**config.mk**
```make
export PLATFORM = sky130hd
export DESIGN_NAME = htonl_serial
export DESIGN_NICKNAME = d
export VERILOG_FILES = /design/src/rtl/htonl_serial.sv
export SDC_FILE = /design/constraint.sdc
export NUM_CORES = 1
export LEC_CHECK = 0
export ABC_AREA = 1
export ABC_CLOCK_PERIOD_IN_PS = 1800
export CAP_MARGIN = 20
export CORE_ASPECT_RATIO = 1.2
export CORE_MARGIN = 5
export CORE_UTILIZATION = 65
export DETAILED_ROUTE_END_ITERATION = 8
export PLACE_DENSITY = 0.84
export RECOVER_POWER = 25
export SLEW_MARGIN = 0
export SYNTH_ARGS = -nofsm -noshare
export SYNTH_HDL_FRONTEND = slang
export SYNTH_SLANG_ARGS = --single-unit
```
**constraint.sdc**
```tcl
create_clock -name clk -period 1.8 [get_ports clk]
set_input_delay 0.18 -clock clk [delete_from_list [all_inputs] [get_ports clk]]
set_output_delay 0.18 -clock clk [all_outputs]
set_load 0.02 [all_outputs]
```
**src/rtl/htonl_serial.sv**
```systemverilog
// Bit-serial host-to-network byte-order converter.
// Captures one 32-bit word MSB-first while replaying the previous word
// byte-swapped, MSB-first, giving exactly one word of latency.
// Also checks bit-counter continuity and flags when out carries a full word.
module htonl_serial (
  input  logic       clk,
  input  logic       rst_n,
  input  logic       bclk,
  input  logic [4:0] counter,
  input  logic       in,
  output logic       out,
  output logic       word_valid,
  output logic       seq_err
);

  localparam int unsigned WordW = 32;
  localparam int unsigned ByteW = 8;
  localparam int unsigned CntW  = 5;
  localparam int unsigned FillW = 6;

  localparam logic [FillW-1:0] FillFull = FillW'(WordW);
  localparam logic [FillW-1:0] FillOne  = FillW'(1);
  localparam logic [CntW-1:0]  LastIdx  = CntW'(WordW - 1);
  localparam logic [CntW-1:0]  CntOne   = CntW'(1);
  localparam logic [CntW-1:0]  CntZero  = CntW'(0);

  // Reverse byte order of a word; bit order inside each byte is kept.
  function automatic logic [WordW-1:0] byteswap(input logic [WordW-1:0] x);
    byteswap = {x[ByteW-1:0], x[2*ByteW-1:ByteW],
                x[3*ByteW-1:2*ByteW], x[4*ByteW-1:3*ByteW]};
  endfunction

  logic             bclk_prev_q;
  logic [WordW-1:0] cap_q,  cap_d;
  logic [WordW-1:0] play_q, play_d;
  logic [CntW-1:0]  exp_q,  exp_d;
  logic [FillW-1:0] fill_q, fill_d;
  logic             seen_q, seen_d;
  logic             out_q,  out_d;
  logic             wv_q,   wv_d;
  logic             err_q,  err_d;

  logic rise_c;
  logic fall_c;
  logic mismatch_c;

  // Bit-clock edge detection in the clk domain; at most one edge per clk.
  assign rise_c     = !bclk_prev_q &&  bclk;
  assign fall_c     =  bclk_prev_q && !bclk;
  // The first rise after reset has no reference counter, so it is never flagged.
  assign mismatch_c = seen_q && (counter != exp_q);

  // Next-state logic: record on rise, play on fall.
  always_comb begin
    cap_d  = cap_q;
    play_d = play_q;
    exp_d  = exp_q;
    fill_d = fill_q;
    seen_d = seen_q;
    out_d  = out_q;
    wv_d   = wv_q;
    err_d  = 1'b0;

    if (rise_c) begin
      // Bank load uses the pre-shift capture, i.e. the just-completed word.
      if (counter == CntZero) begin
        play_d = byteswap(cap_q);
      end
      cap_d  = {cap_q[WordW-2:0], in};
      exp_d  = counter + CntOne;
      seen_d = 1'b1;

      if (mismatch_c) begin
        err_d  = 1'b1;
        fill_d = FillOne;
        wv_d   = 1'b0;
      end else begin
        if (fill_q < FillFull) begin
          fill_d = fill_q + FillOne;
        end
        if (counter == CntZero) begin
          wv_d = (fill_q == FillFull);
        end
      end
    end

    if (fall_c) begin
      out_d = play_q[LastIdx - counter];
    end
  end

  // State registers with asynchronous active-low reset.
  always_ff @(posedge clk or negedge rst_n) begin
    if (!rst_n) begin
      bclk_prev_q <= 1'b0;
      cap_q       <= '0;
      play_q      <= '0;
      exp_q       <= '0;
      fill_q      <= '0;
      seen_q      <= 1'b0;
      out_q       <= 1'b0;
      wv_q        <= 1'b0;
      err_q       <= 1'b0;
    end else begin
      bclk_prev_q <= bclk;
      cap_q       <= cap_d;
      play_q      <= play_d;
      exp_q       <= exp_d;
      fill_q      <= fill_d;
      seen_q      <= seen_d;
      out_q       <= out_d;
      wv_q        <= wv_d;
      err_q       <= err_d;
    end
  end

  assign out        = out_q;
  assign word_valid = wv_q;
  assign seq_err    = err_q;

endmodule
```
# Word level (Yosys, flattened, before mapping)
# Index checks and enable logic that the tools add are counted.
classes:
  addsub: 3
  n_lt_le_gt_ge: 2
  eq_ne: 2
  muxes: 8
  reduce_logical: 11
op_table:
  columns: ["operator", "n"]
  rows:
  - ["6-bit two-way mux", 2]
  - ["6-bit by 1-bit adder with 6-bit output (second input constant)", 1]
  - ["6-bit == test (second input constant)", 1]
  - ["5-bit by 6-bit < comparator with 1-bit output (second input constant)", 1]
  - ["6-bit < comparator (second input constant)", 1]
  - ["2-bit AND reduction", 3]
  - ["5-bit by 1-bit adder with 5-bit output (second input constant)", 1]
  - ["1-bit binary-select mux with 5-bit select", 1]
  - ["5-bit zero test", 1]
  - ["1-bit two-way mux", 5]
  - ["5-bit inequality test", 1]
  - ["5-bit subtractor (first input constant)", 1]
  - ["2-bit nonzero test", 2]
  - ["1-bit logical AND", 3]
  - ["1-bit zero test", 2]
word_totals:
  regBits: 80
  input_bits: 9
  out_inout_bits: 3
  word_cells: 35

# Depth between registers and ports, before layout
# Gate-level depths: netlist (run 1).
logic_depth:
  word_depth: 4
  mapped_depth: 13
  mapped_depth_nobuf: 11

# Worst setup path before layout (run 1)
# No wires, ideal clock.
synth_path:
  path_type: "input-to-reg"
  start: "input port counter[0]"
  end: "register play_q[7]"
  setup_time_ns: 0.125
  t_arrival_ns: 1.328
  required_time_ns: 1.675
  slack_ns: 0.347
  cell_stages: 9
  n_path_buf: 3
  cell_sequence: "buf_6 > inv_2 > buf_6 > buf_6 > ha_1 > nand3_1 > nor2_2 > nand2_2 > mux2_2"
synth_via:
  elab_chain_cells: 2
synth_rtl:
  columns: ["item", "line_no", "rtl"]
  rows:
  - ["from (decl)", "9", "input logic [4:0] counter,"]
  - ["5-bit zero test", "66", "if (counter == CntZero) begin"]
  - ["2-bit AND reduction (no source line)", null, null]
  - ["to (signal assigned)", "107", "play_q <= play_d;"]
  - ["to (decl)", "35", "logic [WordW-1:0] play_q, play_d;"]
# No other way between the ends.
# A chain may end at the register's enable or synchronous reset.

# Worst setup path in the final report (run 1)
layout_path:
  start: "input port counter[3]"
  end: "register fill_q[4]"
layout_via:
  elab_chain_cells: 4
  word_cells_on_any_way: 5
  cone_classes: "1 x eq/ne; 1 x mux; 3 x reduce/logical"
layout_rtl:
  columns: ["item", "line_no", "rtl"]
  rows:
  - ["5-bit inequality test *", "51", "assign mismatch_c = seen_q && (counter != exp_q);"]
  - ["1-bit logical AND *", "51", null]
  - ["2-bit nonzero test (no source line)", null, null]
  - ["2-bit AND reduction (no source line)", null, null]
  - ["to (signal assigned)", "109", "fill_q <= fill_d;"]
  - ["to (decl)", "37", "logic [FillW-1:0] fill_q, fill_d;"]
# Every way passes the cells marked *; elsewhere a longest branch is shown, timed or not.

==> qor.yml, run 1 <==
status:
  status: "complete, no violations"
global_route:
  antenna_found_initial: 0
  grt_usage_pct: 21.2
  grt_pass1_vias: 2663
  grt_first_pass_wirelength_um: 12000
  grt_overflow: 0
  grt_start_max_net_pins: 81
sta:
  worst_pin_slew_ps: 1030
  fin_worst_skew_ps: 9.58
  finalWorstPathRequiredPeriod_ps: 1520
  fmax_mhz: 659
  hold_violations: 0
  finalSetupTns_ps: 0
  slew-limit-headroom_pct: 31.1
  setup_viol: 0
  final.period_utilization_pct: 84.3
  rsz0062_at_grt: "false"
  drv_slew: 0
worst_setup_path:
  crit_fanout: 7
  crit_path_end_kind: "flip-flop"
  worstPathCellList: "clkdlybuf4s50_1 > inv_2 > nand2_1 > o21ai_1 > nor2_1 > nand3_4 > nand2_4 > nand2_4 > nand2_4 > nand2_1 > nand2_1"
  start_kind: "primary input"
  crit_buf_inv: 2
  arrival_ps: 1810
  rr_worst_depth: 9
  crit_family: "simple AND/OR/NAND/NOR gates"
  reg2reg_slack_ps: 410
  slowest_delay_ps: 580
  required_ps: 2090
  r2r-end: "fill_q[4]$_DFFE_PN0P_"
  worstSetupPathType: "primary input to flip-flop"
  r2r_start: "exp_q[3]$_DFFE_PN0P_"
  cp_slowest_cell: "clkdlybuf4s50_1"
layout:
  diodes: 0
  final_core_util_pct: 75.3
  final_cell_area_sq_um: 4010
  drive_gt1_share_pct: 10.1
  fin_nets: 444
  areaGrowthSynthToFinish_pct: 11.7
die:
  dieHeight_um: 91.4
  die-area_sq_um: 7120
  rows: 29
  boundaryPins: 12
  start_util_pct: 67.3
  fp.dieW_um: 77.9
  core_sq_um: 5330
yosys:
  syn_area_sq_um: 3590
  syn-num-nets: 430
  ys_seq_elements: 80
  yosysWarnings: 0
  synthCells: 417
  yosysTopAreaCellShare_pct: 55.7
  yosysTopAreaCell: "dfrtp_1"
  synth_cell_type_count: 31
  synth_area_leaders: "dfrtp_1, nand2_1, o21ai_0, inv_1, nand3_1"
  seq_area_frac_synth_pct: 55.7
  postSynthAreaPerCell_sq_um: 8.61
clock_network:
  root_buffer: "clkbuf_8"
  clockBufferDepth: 2
  clkTransAtPathRegs_ps: 90
  cts_inserted_buffers: 9
  ctsResizeCount: 0
  hold_buffers: 1
  insertion_delay_ps: 360
  htreeDepth: 3
  clkSinkCount: 80
  cts_tree: "yes"
  cts_setup_buffers: 0
drt:
  routed_wirelength_um: 6880
  drt_pass1_iterations: 4
  vias: 2755
  via_per_inst: 5.53
  ant_nets: 0
  post_drt_wl_per_cell_um: 13.8
  drtIter0Drc: 276
  drc: 0
place:
  dpl_cell_area_sq_um: 3790
  gp_congestion: 0.836
  numPortBuffers: 11
  place.detailed.hpwl_um: 4220
power_and_ir_drop:
  pwr_density_cell_nw_per_um2: 970
  ir_worst_vdd_uv: 629
  power_uw: 3890
  power.leakage_uw: 0.00187
run:
  max_cap_violations: 0
min_path:
  holdPathStages: 3
  min_to: "cap_q[0]$_DFFE_PN0P_"
  hold_start: "in"
  hp-class: "primary input to flip-flop"
-- worst min-delay path, delay by kind of cell --
family	cells	cell delay [ps]
AOI/OAI and AO/OA	1	60
and+or+nand+nor	1	60
buffers and inverters	1	400
-- metal layers --
metal	GRT usage, %	part of all wire [%]
met5	0	0
met4	10.9	1.8
met3	5.15	4.5
met2	32.3	48
met1	28.1	45
-- final cells by class --
cell class,count,area (sq um)
timing repair buffer,23,225
tap,62,77.6
multi-input combinational,274,1320
inverter,43,164
sequential,80,2000
clock inverter,5,78.8
clock buffer,11,151
fill,383,1320
-- metrics by stage --
| step | setup slack [ps] | hold WS [ps] | instances |
|---|---|---|---|
| 6_report | 282 | 376 | 498 |
| 5_1_grt | 181 | 400 | 498 |
| 4_1_cts | 274 | 360 | 498 |
| 3_5_place_dp | 60.2 | 239 | 481 |
| 3_3_place_gp | 103 | 232 | 481 |
| 2_1_floorplan | 347 | -116 | 417 |
-- power by group --
group / switching (uW) / total, uW / internal, uW / leakage [uW]
clock network: 635 / 1490 / 854 / 0.000119
registers: 77.8 / 2000 / 1920 / 0.00108
logic: 261 / 403 / 142 / 0.000672
total: 973 / 3890 / 2920 / 0.00187
-- Yosys cell counts --
| master | count |
|---|---|
| ha_1 | 4 |
| mux2_2 | 1 |
| inv_4 | 1 |
| buf_4 | 1 |
| nor2_4 | 1 |
| a21oi_1 | 8 |
| clkbuf_2 | 2 |
| a31oi_1 | 1 |
| or2_2 | 1 |
| xor2_1 | 4 |
| nand3_4 | 1 |
| nand2_2 | 1 |
| nand2_4 | 3 |
| o21ai_4 | 1 |
| o21ai_0 | 51 |
| nand2_1 | 134 |
| buf_1 | 1 |
| nand3_1 | 28 |
| xnor2_1 | 1 |
| nand3b_1 | 1 |
| o21ai_1 | 21 |
| nand4_1 | 4 |
| nor3_1 | 1 |
| inv_2 | 4 |
| clkbuf_1 | 5 |
| inv_1 | 38 |
| buf_6 | 3 |
| nor2_2 | 1 |
| buf_2 | 8 |
| nor2_1 | 6 |
| dfrtp_1 | 80 |
-- cell usage in the layout (no fill, tap or decap), types with 6 or more instances in the layout --
master	count
dfrtp_1	80
inv_1	38
o21ai_0	51
nand3_1	28
clkdlybuf4s50_1	9
nor2_1	6
a21oi_1	8
buf_4	8
nand2_1	133
o21ai_1	21
clkbuf_8	11
-- cell families after synthesis --
family	count (synthesis)	share of synthesized area, %
xor gates and xnor gates	5	1.22
AOI/OAI and AO/OA	82	11.8
buffers and inverters	63	7.73
and+or+nand+nor	182	21.8
DFF	80	55.7
muxes	1	0.313
adders and majority gates	4	1.39
-- state kept, by name, indices dropped and copies added (netlist names), 5 cells and up --
register  flops
play_q       32
fill_q        6
exp_q         5
cap_q        32
-- worst max path at each step --
stage / end / from / cells past startpoint / slack [ps]
2_1_floorplan: play_q[7]$_DFFE_PN0P_ / counter[0] / 9 / 350
3_3_place_gp: fill_q[3]$_DFFE_PN0P_ / counter[4] / 11 / 100
3_5_place_dp: fill_q[3]$_DFFE_PN0P_ / counter[4] / 11 / 60
4_1_cts: word_valid / word_valid$_DFFE_PN0P_ / 1 / 270
5_1_grt: fill_q[2]$_DFFE_PN0P_ / counter[3] / 11 / 180
6_report: fill_q[4]$_DFFE_PN0P_ / counter[3] / 11 / 280
Note: power is estimated with default switching activity, not from simulation.
==> run 2, diff against run 1 <==
--- a/config.mk
+++ b/config.mk
@@ -6,13 +6,13 @@
 export NUM_CORES = 1
 export LEC_CHECK = 0
 export ABC_AREA = 1
-export ABC_CLOCK_PERIOD_IN_PS = 1800
+export ABC_CLOCK_PERIOD_IN_PS = 1600
 export CAP_MARGIN = 20
 export CORE_ASPECT_RATIO = 1.2
 export CORE_MARGIN = 5
-export CORE_UTILIZATION = 65
+export CORE_UTILIZATION = 60
 export DETAILED_ROUTE_END_ITERATION = 8
-export PLACE_DENSITY = 0.84
+export PLACE_DENSITY = 0.78
 export RECOVER_POWER = 25
 export SLEW_MARGIN = 0
 export SYNTH_ARGS = -nofsm -noshare
==> constraint.sdc (replaced) <==
create_clock -name clk -period 1.6 [get_ports clk]
set_input_delay 0.16 -clock clk [delete_from_list [all_inputs] [get_ports clk]]
set_output_delay 0.16 -clock clk [all_outputs]
set_load 0.02 [all_outputs]
==> run 2 against run 1 <==
Via count increased by 0.73%. Sequential share of layout area shrank 1.5 points. Routed wire length rose by 2.9%. Non-clock buffer count up 12. Worst hold slack improved by 48 ps. Die area increased by 7.3%. Setup slack got worse by 150 ps. Final area increased by 3.1%. Clock power up 9%. Critical path type is now flip-flop to output port. Highest routed layer unchanged.
==> qor.yml, run 2 (synthesized netlist as in run 1, its figures left out) <==
sta:
  worst_pin_slew_ps: 942  # -92.6 ps
  fin_worst_skew_ps: 10.8  # +1.19 ps
  rsz0062_at_grt: "false"
  fmax_mhz: 682
  slew-limit-headroom_pct: 37.2  # +6.2 points
  finalWorstPathRequiredPeriod_ps: 1470
  setup_viol: 0  # unchanged
  hold_violations: 0  # unchanged
  final.period_utilization_pct: 91.6
  drv_slew: 0  # unchanged
  fin_ws_ps: 135  # -147 ps
power_and_ir_drop:
  internal_power_uw: 3270  # +12%
  switchingPower_uw: 1080  # +11%
  power.leakage_uw: 0.00192  # +2.5%
  p_clk_share_pct: 37.3  # -1.0 points
  ir_worst_vdd_uv: 617  # -1.9%
  switching_share_pct: 24.9  # -0.13 points
  seqPwrFrac_pct: 51.7  # +0.3 points
  power_uw: 4350  # +12%
  power_frac_comb_pct: 11.1  # +0.8 points
  pwr_density_cell_nw_per_um2: 1050  # +8.3%
clock_network:
  cts_setup_buffers: 0  # unchanged
  clkTransAtPathRegs_ps: 80  # about the same
  insertion_delay_ps: 350  # about the same
  cts_tree: "yes"
  cts_inserted_buffers: 9  # unchanged
  htreeDepth: 3  # unchanged
  clkSinkCount: 80  # unchanged
  clockBufferDepth: 2  # unchanged
  root_buffer: "clkbuf_8"
place:
  numPortBuffers: 11  # unchanged
  place.detailed.hpwl_um: 4820  # +14%
  gp_congestion: 0.846  # +1.2%
  dp_slack_ps: -74.9  # -135 ps
worst_setup_path:
  cp_slowest_cell: "clkdlybuf4s50_1"
  required_ps: 1440  # -650 ps
  crit_path_end_kind: "output port"
  crit_buf_inv: 1  # -1
  crit_family: "buffers and inverters"
  worstPathCellList: "clkdlybuf4s50_1"
  crit_fanout: 2  # -5
  worstSetupPathType: "flip-flop to output port"
  reg2reg_slack_ps: 240  # -170 ps
  start_kind: "flip-flop"
  slowest_delay_ps: 600  # +20 ps
  arrival_ps: 1310  # -500 ps
layout:
  final_common_cell: "nand2_1"
  diodes: 0  # unchanged
  layout_common_cells: "nand2_1, dfrtp_1, o21ai_0, inv_1, nand3_1"
  areaGrowthSynthToFinish_pct: 15.2
  fin_nets: 456  # +2.7%
  reg_top3: "cap_q (32), play_q (32), fill_q (6)"
  drive_gt1_share_pct: 12.1  # +2.0 points
  final_core_util_pct: 69.7  # -5.5 points
global_route:
  grt_first_pass_wirelength_um: 12300  # +2.0%
  grt_pass1_vias: 2679  # +0.60%
  grt_overflow: 0  # unchanged
  grt_start_max_net_pins: 46  # -43%
  antenna_found_initial: 0  # unchanged
  grt_usage_pct: 21.1  # -0.088 points
drt:
  ant_nets: 0  # unchanged
  routed_wirelength_um: 7090  # +2.9%
  drc: 0  # unchanged
  vias: 2775  # +0.73%
  drt_pass1_iterations: 5  # +1
  drtIter0Drc: 193  # -30%
  via_per_inst: 5.24  # -5.4%
  post_drt_wl_per_cell_um: 13.4  # -3.3%
die:
  dieHeight_um: 94.8  # +3.6%
  core_sq_um: 5930  # +11%
  fp.dieW_um: 80.6  # +3.6%
  rows: 31  # +6.9%
  die-area_sq_um: 7640  # +7.3%
  boundaryPins: 12  # unchanged
  start_util_pct: 60.5  # -6.8 points
run:
  max_cap_violations: 0  # unchanged
status:
  status: "complete, no violations"
min_path:
  hp-class: "primary input to flip-flop"
==> run 2: cell types whose count changed in the layout (fill, tap and decap cells not counted), sizes merged <==
cell      previous run  this run
clkinvlp             0         2
buf                 10        22
clkinv               3         1
==> run 2: worst paths after layout <==
kind                                         from                      to  cells after the start
setup / recovery           word_valid$_DFFE_PN0P_              word_valid                      1
max in group asynchronous                   rst_n  play_q[12]$_DFFE_PN0P_                      3
hold reg to reg             cap_q[11]$_DFFE_PN0P_   cap_q[11]$_DFFE_PN0P_                      2
hold / removal                                 in    cap_q[0]$_DFFE_PN0P_                      3
min in group asynchronous                   rst_n    cap_q[1]$_DFFE_PN0P_                      2
setup reg to reg             exp_q[0]$_DFFE_PN0P_   fill_q[3]$_DFFE_PN0P_                      9
==> run 2: layout make-up <==
type | instances | area (sq um)
fillers | 463 | 1800
repair buffers | 35 | 334
clock buffers | 11 | 141
multi-input cells | 274 | 1320
flip-flops and latches | 80 | 2000
well taps | 82 | 103
inverters | 43 | 164
clock inverters | 5 | 80.1
==> run 2: routing by layer <==
layer / GRT usage [%] / up-vias / wire length, um / part of all wire [%]
li1: - / 1387 / - / -
met1: 27.7 / 1313 / 3070 / 43
met2: 33.2 / 59 / 3540 / 50
met3: 4.29 / 16 / 334 / 4.7
met4: 10.8 / 0 / 148 / 2.1
met5: 0 / - / 0 / 0
==> run 2: worst register-to-register path, delay by kind of cell, from the launching register on <==
| kind | cells | cell delay (ps) |
|---|---|---|
| AO/OA/AOI/OAI | 1 | 50 |
| flip-flops | 1 | 440 |
| AND/OR/NAND/NOR | 8 | 810 |
==> run 2: stage by stage <==
step / cell area (sq um) / std cells / hold WS [ps] / TNS [ps]
after floorplan: 3590 / 417 / -136 / 0
after global placement: 3910 / 513 / 149 / -235
after detailed placement: 3910 / 513 / 154 / -1230
after CTS: 4150 / 530 / 318 / 0
after global routing: 4140 / 530 / 429 / 0
final: 4140 / 530 / 424 / 0
==> run 2: power groups by stage <==
stage | Clock (uW) | Sequential, uW | Combinational, uW
final | 1620 | 2250 | 481
after floorplan | 0 | 2270 | 294
after CTS | 1650 | 2240 | 492
after global routing | 1750 | 2260 | 552
after global placement | 0 | 2280 | 466
after detailed placement | 0 | 2280 | 480
==> run 2: timing repair <==
item | CTS | global route
endpoints found under the hold margin | 35 | 0
hold buffers | 1 | 0
resized for setup | 0 | 0
